## src/rtl/compute_group_pkg.sv

```systemverilog
// rtl/compute_group_pkg.sv - shared types for the global-memory bridge
package compute_group_pkg;

  localparam int GM_ADDR_W = 17;
  localparam int GM_DATA_W = 32;

  typedef struct packed {
    logic [GM_ADDR_W-1:0] addr;
    logic [GM_DATA_W-1:0] data;
  } gm_wr_t;

  typedef enum logic [1:0] {
    IDLE,
    WR,
    RD_REQ,
    RD_WAIT
  } bridge_state_t;

endpackage

```

## src/rtl/gm_wbuf_fifo.sv

```systemverilog
// rtl/gm_wbuf_fifo.sv - posted-write buffer, synchronous FIFO of gm_wr_t
module gm_wbuf_fifo
  import compute_group_pkg::*;
#(
  parameter int WBUF_DEPTH = 4,
  localparam int CW = $clog2(WBUF_DEPTH + 1),
  localparam int PW = $clog2(WBUF_DEPTH)
) (
  input  logic          clk,
  input  logic          reset,
  input  logic          push,
  input  gm_wr_t        wdata,
  input  logic          pop,
  output gm_wr_t        head,
  output logic [CW-1:0] count,
  output logic          full,
  output logic          empty
);

  gm_wr_t        mem [WBUF_DEPTH];
  logic [PW-1:0] wr_ptr;
  logic [PW-1:0] rd_ptr;
  logic          push_ok;
  logic          pop_ok;

  assign full    = (count == CW'(WBUF_DEPTH));
  assign empty   = (count == '0);
  assign push_ok = push & ~full;
  assign pop_ok  = pop & ~empty;
  assign head    = mem[rd_ptr];

  // Payload storage carries no reset; count/pointers define validity.
  always_ff @(posedge clk) begin
    if (push_ok) begin
      mem[wr_ptr] <= wdata;
    end
  end

  // Depth is a power of two, so pointer overflow is the modulo wrap.
  always_ff @(posedge clk) begin
    if (reset) begin
      wr_ptr <= '0;
      rd_ptr <= '0;
      count  <= '0;
    end else begin
      if (push_ok) begin
        wr_ptr <= wr_ptr + 1'b1;
      end
      if (pop_ok) begin
        rd_ptr <= rd_ptr + 1'b1;
      end
      if (push_ok && !pop_ok) begin
        count <= count + 1'b1;
      end else if (!push_ok && pop_ok) begin
        count <= count - 1'b1;
      end
    end
  end

endmodule

```

## src/rtl/gm_bridge.sv

```systemverilog
// rtl/gm_bridge.sv - local_memory to global-memory arbiter bridge
// Posted writes drain in order; a single read is issued only after the buffer empties.
module gm_bridge
  import compute_group_pkg::*;
#(
  parameter int WBUF_DEPTH   = 4,
  parameter int READ_LATENCY = 1
) (
  input  logic                 clock_50,
  input  logic                 reset,
  input  logic [GM_ADDR_W-1:0] lm_gm_addr,
  input  logic [GM_DATA_W-1:0] lm_gm_data,
  input  logic                 lm_gm_we,
  input  logic                 lm_gm_re,
  output logic [GM_DATA_W-1:0] gm_lm_data,
  output logic                 gm_lm_valid,
  output logic                 gm_lm_stall,
  output logic                 br_gm_req,
  input  logic                 gm_br_gnt,
  output logic [GM_ADDR_W-1:0] br_gm_addr,
  output logic [GM_DATA_W-1:0] br_gm_data,
  output logic                 br_gm_we,
  input  logic [GM_DATA_W-1:0] gm_br_data
);

  localparam int CW = $clog2(WBUF_DEPTH + 1);
  localparam int LW = $clog2(READ_LATENCY + 1);

  bridge_state_t        state;
  bridge_state_t        state_next;
  gm_wr_t               head;
  gm_wr_t               wr_in;
  logic [CW-1:0]        count;
  logic                 full;
  logic                 empty;
  logic                 push;
  logic                 pop;
  logic                 rd_accept;
  logic                 rd_pending;
  logic [GM_ADDR_W-1:0] rd_addr;
  logic [LW-1:0]        lat_cnt;

  assign gm_lm_stall = full | rd_pending;
  assign push        = lm_gm_we & ~gm_lm_stall;
  assign rd_accept   = lm_gm_re & ~gm_lm_stall;
  assign pop         = (state == WR) & gm_br_gnt;
  assign wr_in       = '{addr: lm_gm_addr, data: lm_gm_data};

  gm_wbuf_fifo #(
    .WBUF_DEPTH(WBUF_DEPTH)
  ) u_wbuf (
    .clk  (clock_50),
    .reset(reset),
    .push (push),
    .wdata(wr_in),
    .pop  (pop),
    .head (head),
    .count(count),
    .full (full),
    .empty(empty)
  );

  always_ff @(posedge clock_50) begin
    if (reset) begin
      state <= IDLE;
    end else begin
      state <= state_next;
    end
  end

  always_comb begin
    state_next = state;
    case (state)
      IDLE: begin
        if (!empty) begin
          state_next = WR;
        end else if (rd_pending) begin
          state_next = RD_REQ;
        end
      end
      WR: begin
        // A same-cycle push keeps the buffer nonempty even when the last entry pops.
        if (gm_br_gnt && (count == CW'(1)) && !push) begin
          state_next = rd_pending ? RD_REQ : IDLE;
        end
      end
      RD_REQ: begin
        if (gm_br_gnt) begin
          state_next = RD_WAIT;
        end
      end
      RD_WAIT: begin
        if (lat_cnt == LW'(1)) begin
          state_next = IDLE;
        end
      end
      default: state_next = IDLE;
    endcase
  end

  always_comb begin
    br_gm_req  = 1'b0;
    br_gm_we   = 1'b0;
    br_gm_addr = '0;
    br_gm_data = '0;
    case (state)
      WR: begin
        br_gm_req  = 1'b1;
        br_gm_we   = 1'b1;
        br_gm_addr = head.addr;
        br_gm_data = head.data;
      end
      RD_REQ: begin
        br_gm_req  = 1'b1;
        br_gm_addr = rd_addr;
      end
      default: ;
    endcase
  end

  always_ff @(posedge clock_50) begin
    if (reset) begin
      rd_pending  <= 1'b0;
      rd_addr     <= '0;
      lat_cnt     <= '0;
      gm_lm_data  <= '0;
      gm_lm_valid <= 1'b0;
    end else begin
      gm_lm_valid <= 1'b0;
      if (rd_accept) begin
        rd_pending <= 1'b1;
        rd_addr    <= lm_gm_addr;
      end
      if (state == RD_REQ && gm_br_gnt) begin
        lat_cnt <= LW'(READ_LATENCY);
      end
      if (state == RD_WAIT) begin
        if (lat_cnt == LW'(1)) begin
          lat_cnt     <= '0;
          gm_lm_data  <= gm_br_data;
          gm_lm_valid <= 1'b1;
          rd_pending  <= 1'b0;
        end else begin
          lat_cnt <= lat_cnt - 1'b1;
        end
      end
    end
  end

endmodule
```

## config.mk

```make
export PLATFORM = sky130hd
export DESIGN_NAME = gm_bridge
export DESIGN_NICKNAME = d
export VERILOG_FILES = /design/src/rtl/compute_group_pkg.sv /design/src/rtl/gm_wbuf_fifo.sv /design/src/rtl/gm_bridge.sv
export SDC_FILE = /design/constraint.sdc
export NUM_CORES = 1
export LEC_CHECK = 0
export BUFFER_PORTS_ARGS = -buffer_cell sky130_fd_sc_hd__buf_4
export CORE_UTILIZATION = 50
export DETAILED_ROUTE_END_ITERATION = 16
export PLACE_DENSITY = 0.75
export SLEW_MARGIN = 20
export SYNTH_ARGS = -nofsm -noshare
export SYNTH_HDL_FRONTEND = slang
export SYNTH_SLANG_ARGS = --single-unit
```

## constraint.sdc

```tcl
create_clock -name clock_50 -period 2.39 [get_ports clock_50]
set_input_delay 0.1195 -clock clock_50 [delete_from_list [all_inputs] [get_ports clock_50]]
set_output_delay 0.1195 -clock clock_50 [all_outputs]
set_load 0.01 [all_outputs]
```

# Yosys cells after proc, flatten, opt, wreduce, memory -nomap -nowiden
# Memories as Yosys holds them, arrays and structs flattened. A register that Yosys moved wholly into a read port is not among the register bits.
# Index checks and enable logic that the tools add are counted.
[op_classes]
add_sub_neg = 5
n_bitwise = 10
n_eq_ne = 9
muxes = 24
reduce_logical = 16
[ops]
columns = ["cell", "n"]
rows = [
  ["$pmux 17 s2", 1],
  ["$mux 32", 1],
  ["$mux 2", 8],
  ["$mux 1", 11],
  ["$pmux 2 s4", 1],
  ["$mux 3", 2],
  ["$and 1x1->1", 5],
  ["$logic_and 1x1->1", 5],
  ["$add 2x1->2 const B", 2],
  ["$eq 2x2->1 const B", 2],
  ["$ne 2x2->1 const B", 2],
  ["$not 1->1", 4],
  ["$reduce_and 4->1", 1],
  ["$reduce_bool 2->1", 2],
  ["$reduce_or 2->1", 2],
  ["$add 3x1->3 const B", 1],
  ["$eq 3x1->1 const B", 1],
  ["$eq 3x3->1 const B", 1],
  ["$logic_not 1->1", 3],
  ["$logic_not 3->1", 1],
  ["$ne 3x3->1 const B", 1],
  ["$sub 3x1->3 const B", 1],
  ["$eq 2x1->1 const B", 1],
  ["$logic_not 2->1", 1],
  ["other kinds (4)", 4],
]
[word_totals]
register_bits = 61
memories = 1
output_inout_bits = 85
wordCells = 74
input_bits = 86
ramBits = 196
[memory_table]
columns = ["memory", "depth", "word_bits", "read_ports", "rd_ports_with_merged_regs", "write_ports", "line_no", "rtl"]
rows = [
  ["u_wbuf.mem", 4, 49, 1, 1, 1, "gm_wbuf_fifo.sv:20", "gm_wr_t mem [WBUF_DEPTH];"],
]

# Depth between registers and ports, before layout
[logic_depth]
ltp_word = 9
ltp_mapped = 9
ltp_nobuf = 9

# Cells and area by module
# From an unflattened synthesis, not the netlist that was laid out.
[hier_totals]
cells_unflattened = 563
hier_area_um2 = 9977.1
[modules_own_cells]
columns = ["mod", "n_inst", "area_per_inst_um2", "cells_per_inst"]
rows = [
  ["gm_wbuf_fifo", 1, 7549.7, 304],
  ["gm_bridge", 1, 2427.3, 259],
]

# Least setup slack after synthesis
# Ideal clock, no wire load.
[synth_timing]
kind = "reg2reg"
from = "reg u_wbuf.count[0]"
to = "mem u_wbuf.mem[1][0] (netlist bit), enable pin"
synth_period_minus_slack_ns = 2.553
arrival_time_ns = 2.142
path_stages_with_launch = 5
path_buffers = 0
t_required_ns = 1.978
slack_ns = -0.163
cell_sequence = "dfxtp_1 -> inv_1 -> ha_1 -> a21boi_2 -> and2_1"
[synth_via]
elab_chain_cells = 7
word_cells_on_any_way = 8
[synth_rtl]
columns = ["element", "line_no", "rtl"]
rows = [
  ["start: declaration", "gm_wbuf_fifo.sv:15", "output logic [CW-1:0] count,"],
  ["start signal: assignment", "gm_wbuf_fifo.sv:53", "count <= count + 1'b1;"],
  ["start signal: assignment", "gm_wbuf_fifo.sv:55", "count <= count - 1'b1;"],
  ["$eq 3x3->1 (*)", "gm_wbuf_fifo.sv:26", "assign full = (count == CW'(WBUF_DEPTH));"],
  ["$or 1x1->1", "gm_bridge.sv:43", "assign gm_lm_stall = full | rd_pending;"],
  ["$not 1->1", "gm_bridge.sv:44", "assign push = lm_gm_we & ~gm_lm_stall;"],
  ["$and 1x1->1", "gm_bridge.sv:44", ""],
  ["$and 1x1->1 (*)", "gm_wbuf_fifo.sv:28", "assign push_ok = push & ~full;"],
  ["via u_wbuf.push_ok", "gm_wbuf_fifo.sv:23", "logic push_ok;"],
  ["$mux 1 (*)", "gm_wbuf_fifo.sv:34", "if (push_ok) begin"],
  ["$mux 1 (not written as such) (*)", "gm_wbuf_fifo.sv:35", "mem[wr_ptr] <= wdata;"],
  ["end: declaration", "gm_wbuf_fifo.sv:20", ""],
]
# The timed path passes the listed nets; every way through them passes the cells marked *.

# Worst setup path in the final report
[layout_timing]
from = "reg state[0]"
to = "out br_gm_addr[12]"
[layout_via]
elab_chain_cells = 2
word_cells_on_any_way = 3
[layout_rtl]
columns = ["element", "line_no", "rtl"]
rows = [
  ["start: declaration", "gm_bridge.sv:29", "bridge_state_t state;"],
  ["start signal: assignment", "gm_bridge.sv:67", "state <= state_next;"],
  ["$eq 2x2->1 / $eq 2x1->1 (equally long branches)", "gm_bridge.sv:106", "case (state)"],
  ["$pmux 17 s2 (*)", "gm_bridge.sv:106", ""],
  ["end: declaration", "gm_bridge.sv:20", "output logic [GM_ADDR_W-1:0] br_gm_addr,"],
]
# Mark *: on every way between the ends. The rest lies on a longest branch, timed or not.

==> results.md <==
* Vias in the first global route at 6376
* Leading cell types in the layout, fill and taps excluded: sky130_fd_sc_hd__edfxtp_1 (196), sky130_fd_sc_hd__buf_4 (179), sky130_fd_sc_hd__dlygate4sd3_1 (83), sky130_fd_sc_hd__dfxtp_1 (61), sky130_fd_sc_hd__mux4_2 (40)
* Number of hold-slack violations in the final timing report at 0
* Count of non-filler cells in the finished layout at 1112
* Site Rows at 51
* Via count at 5933
* Synth unique cells at 35
* Final worst-path cycle share at 96.20%
* RSZ-0062 raised after global routing: false
* Worst Setup SP: state[0]$_SDFFE_PP0P_
* Remaining Overflow, GRT at 0
* Final sum of negative setup slack at 0 ns
* Crit path max-delay cell type: sky130_fd_sc_hd__ha_1
* Die area at 20450 sq um
* Instance count after placement with tap cells included at 978
* Largest net degree at the start of global routing at 51
* Final Max Tran Viols at 0
* Most common library cell in the layout ignoring fill and taps: sky130_fd_sc_hd__edfxtp_1
* Initial detailed-routing violation count at 431
* Req. time, crit path at 2.27 ns
* Sum of internal, switching and leakage power at 11390 uW
* Predominant post-synthesis flop cell: sky130_fd_sc_hd__edfxtp_1
* Fraction of final layout cells with drive strength greater than 1 at 32.59%
* X dimension of the die at 143.0 um
* Max Cap Violations at 0
* Result of the run: finished clean
* TritonCTS clock tree: yes
* Start-to-end type of the worst setup path: reg -> out
* Total of fill cells in the finished design at 1260
* Origin of the critical flop-to-flop path: u_wbuf.count[0]$_SDFFE_PP0P_
* Residual antenna-violating net count after detailed routing at 0
* Syn_area_per_cell at 17.72 sq um
* Leakage Power at 0.004855 uW
* Delay of the slowest critical-path stage at 0.69 ns
* Sum of net half-perimeters after detailed placement at 12430 um
* DRC errors left at 0
* Register bit total from synthesis at 259
* Syn_nets at 661
* # setup viols final at 0
* Global-route wire length before repair at 33240 um
* CP endpoint kind: primary output
* Routed via count divided by cell count at 5.335
* Clock edge transition at the registers on the reported setup and hold paths at 0.06 ns
* Routed wirelength normalized by instance count at 19.11 um
* Root buffer cell: sky130_fd_sc_hd__clkbuf_16
* H-tree depth at 1
* Total inserted antenna cells at 0
* Effective utilization at floorplan at 51.08%
* Number of buffers inserted during clock tree synthesis at 26
* Clock latency on the worst-skew pair at 0.52 ns
* Chain of cells forming the critical path: inv_1, ha_1, nor2b_1, buf_4
* RR Endpoint: u_wbuf.count[2]$_SDFFE_PP0P_
* Gr usage total at 21.36%
* Routability congestion estimate at 0.7653
* Count of yosys warnings during synthesis at 0
* Minimum period implied by the final worst setup slack at 2.299 ns
* Worst ir drop on vdd at 0.0004752 V
* Final setup skew at 0.01592 ns
* Post-synth EDFFs at 196
* Initial antenna violation count at 0
* Hold/Removal Path Class: in -> reg
* Num Clock Sinks at 259
* Port Buffer Count at 170
* Mapped cell area at 9942 sq um
* Slew at the pin with the worst max-slew slack at 0.6414 ns
* Post-synthesis cell count at 561
* Max_slew headroom at 57.14%
* Layout area overhead at 33.27%
* Setup slack on the worst flop-to-flop path at 0.35 ns
* I/O pin count at 171
* Overall routed net length at 21250 um
* Maximum fanout along the worst path at 18
* Startpoint type of the worst setup path: flop
* Asr flop ratio synth at 0%
* Timing-limited maximum frequency at 434.9 MHz
* Sequential element share of the synthesized area at 71.89%
* Worst Reg2Reg Path Length in Cells at 7
* Total power density per cell area at 859.9 nW/um^2
* 1st-pass router iterations at 4
* Die outline height at 143.0 um
* Worst endpoint data arrival time at 2.18 ns
* Total Nets Final at 927
* Maximum buffer depth of the clock tree at 3
* Std-Cell Core Area at 19460 sq um
* Critical Path Sink: br_gm_addr[12]
[worst min path at each step]
stage                   startpoint                          end  cells after the start
floorplan            lm_gm_data[0]   u_wbuf.mem[0][0]$_DFFE_PP_                      0
global placement     lm_gm_data[9]   u_wbuf.mem[3][9]$_DFFE_PP_                      1
detailed placement  lm_gm_data[24]  u_wbuf.mem[0][24]$_DFFE_PP_                      1
finish                    lm_gm_re     rd_addr[16]$_SDFFE_PP0P_                      4
global route              lm_gm_re     rd_addr[16]$_SDFFE_PP0P_                      4
CTS                       lm_gm_re     rd_addr[16]$_SDFFE_PP0P_                      4
[worst max-delay path: cells and delay by family, from the launching register on]
family / cells / cell delay (ns)
adder cells (fa/ha/maj): 1 / 0.69
buffers and inverters: 2 / 0.28
flip-flops: 1 / 0.39
AND/OR/NAND/NOR: 1 / 0.29
[metrics by stage]
stage / cell area [sq um] / utilization, % / hold slack [ns] / worst slack [ns]
floorplan: 9947 / - / 0.2184 / 0.3571
global placement: 11540 / 59.30 / 0.3177 / 0.4458
detailed placement: 11540 / 59.30 / 0.3216 / 0.3731
CTS: 13250 / 68.08 / 0.1899 / 0.07572
global route: 13250 / 68.08 / 0.2206 / 0.01119
finish: 13250 / 68.08 / 0.1993 / 0.09076
[flip-flops by register name, summed over array words and instances, names as in the netlist, named ones only]
name           cells
gm_lm_data        32
gm_lm_valid        1
lat_cnt            1
rd_addr           17
rd_pending         1
state              2
u_wbuf.count       3
u_wbuf.mem       196
u_wbuf.rd_ptr      2
u_wbuf.wr_ptr      2
[metal layers]
layer	vias to the layer above	GRT usage (%)	share of wire (%)
met5	-	0	0
met4	0	5.263	2.0
met3	35	5.097	6.6
met2	218	37.69	51
met1	2965	26.43	41
li1	2715	-	-
[kinds of logic (layout without fill, tap and decap cells)]
family | count (synthesis) | in the layout | synth area share [%]
DFF | 259 | 259 | 71.89
and+or+nand+nor | 110 | 110 | 5.764
AOI/OAI and AO/OA | 81 | 81 | 6.016
muxes | 52 | 52 | 11.74
buffers and inverters | 40 | 326 | 2.391
adders and majority gates | 14 | 14 | 1.762
xor gates and xnor gates | 5 | 5 | 0.4405
[power by group]
part | switching [uW] | leakage, uW | internal, uW
registers | 127 | 0.00230 | 5210
clock network | 1600 | 0.000414 | 2360
logic | 1080 | 0.00214 | 1010
[cell usage after synthesis, drive strengths merged (2+ instances only)]
library cell	number	area share (%)
edfxtp	196	59
a22oi	17	1.3
and2	37	2.3
buf	14	1.4
mux2i	3	0.30
a211oi	2	0.15
nand2	37	1.4
mux4	49	11
ha	14	1.8
nor2	10	0.38
inv	8	0.30
nand2b	2	0.13
a21oi	22	1.1
clkbuf	18	0.68
dfxtp	63	13
o21ai	2	0.10
xor2	4	0.35
a22o	32	2.8
nor2b	19	1.2
[layout make-up]
cell class / count / area, sq um / area share, %
Multi-Input combinational cell: 262 / 2571 / 19.41
Inverter: 8 / 30.03 / 0.2266
Clock buffer: 41 / 788.3 / 5.949
Timing Repair Buffer: 270 / 2317 / 17.49
Tap cell: 265 / 331.6 / 2.502
Clock inverter: 7 / 60.06 / 0.4533
Sequential cell: 259 / 7152 / 53.98
[repair_timing]
item,4_1_cts,5_1_grt
hold endpoints to repair,250,0
buffers inserted,3,0
hold buffers,83,0
setup endpoints to repair,19,0
resized for setup,2,0
No activity file was read; power rests on OpenSTA's default activity.
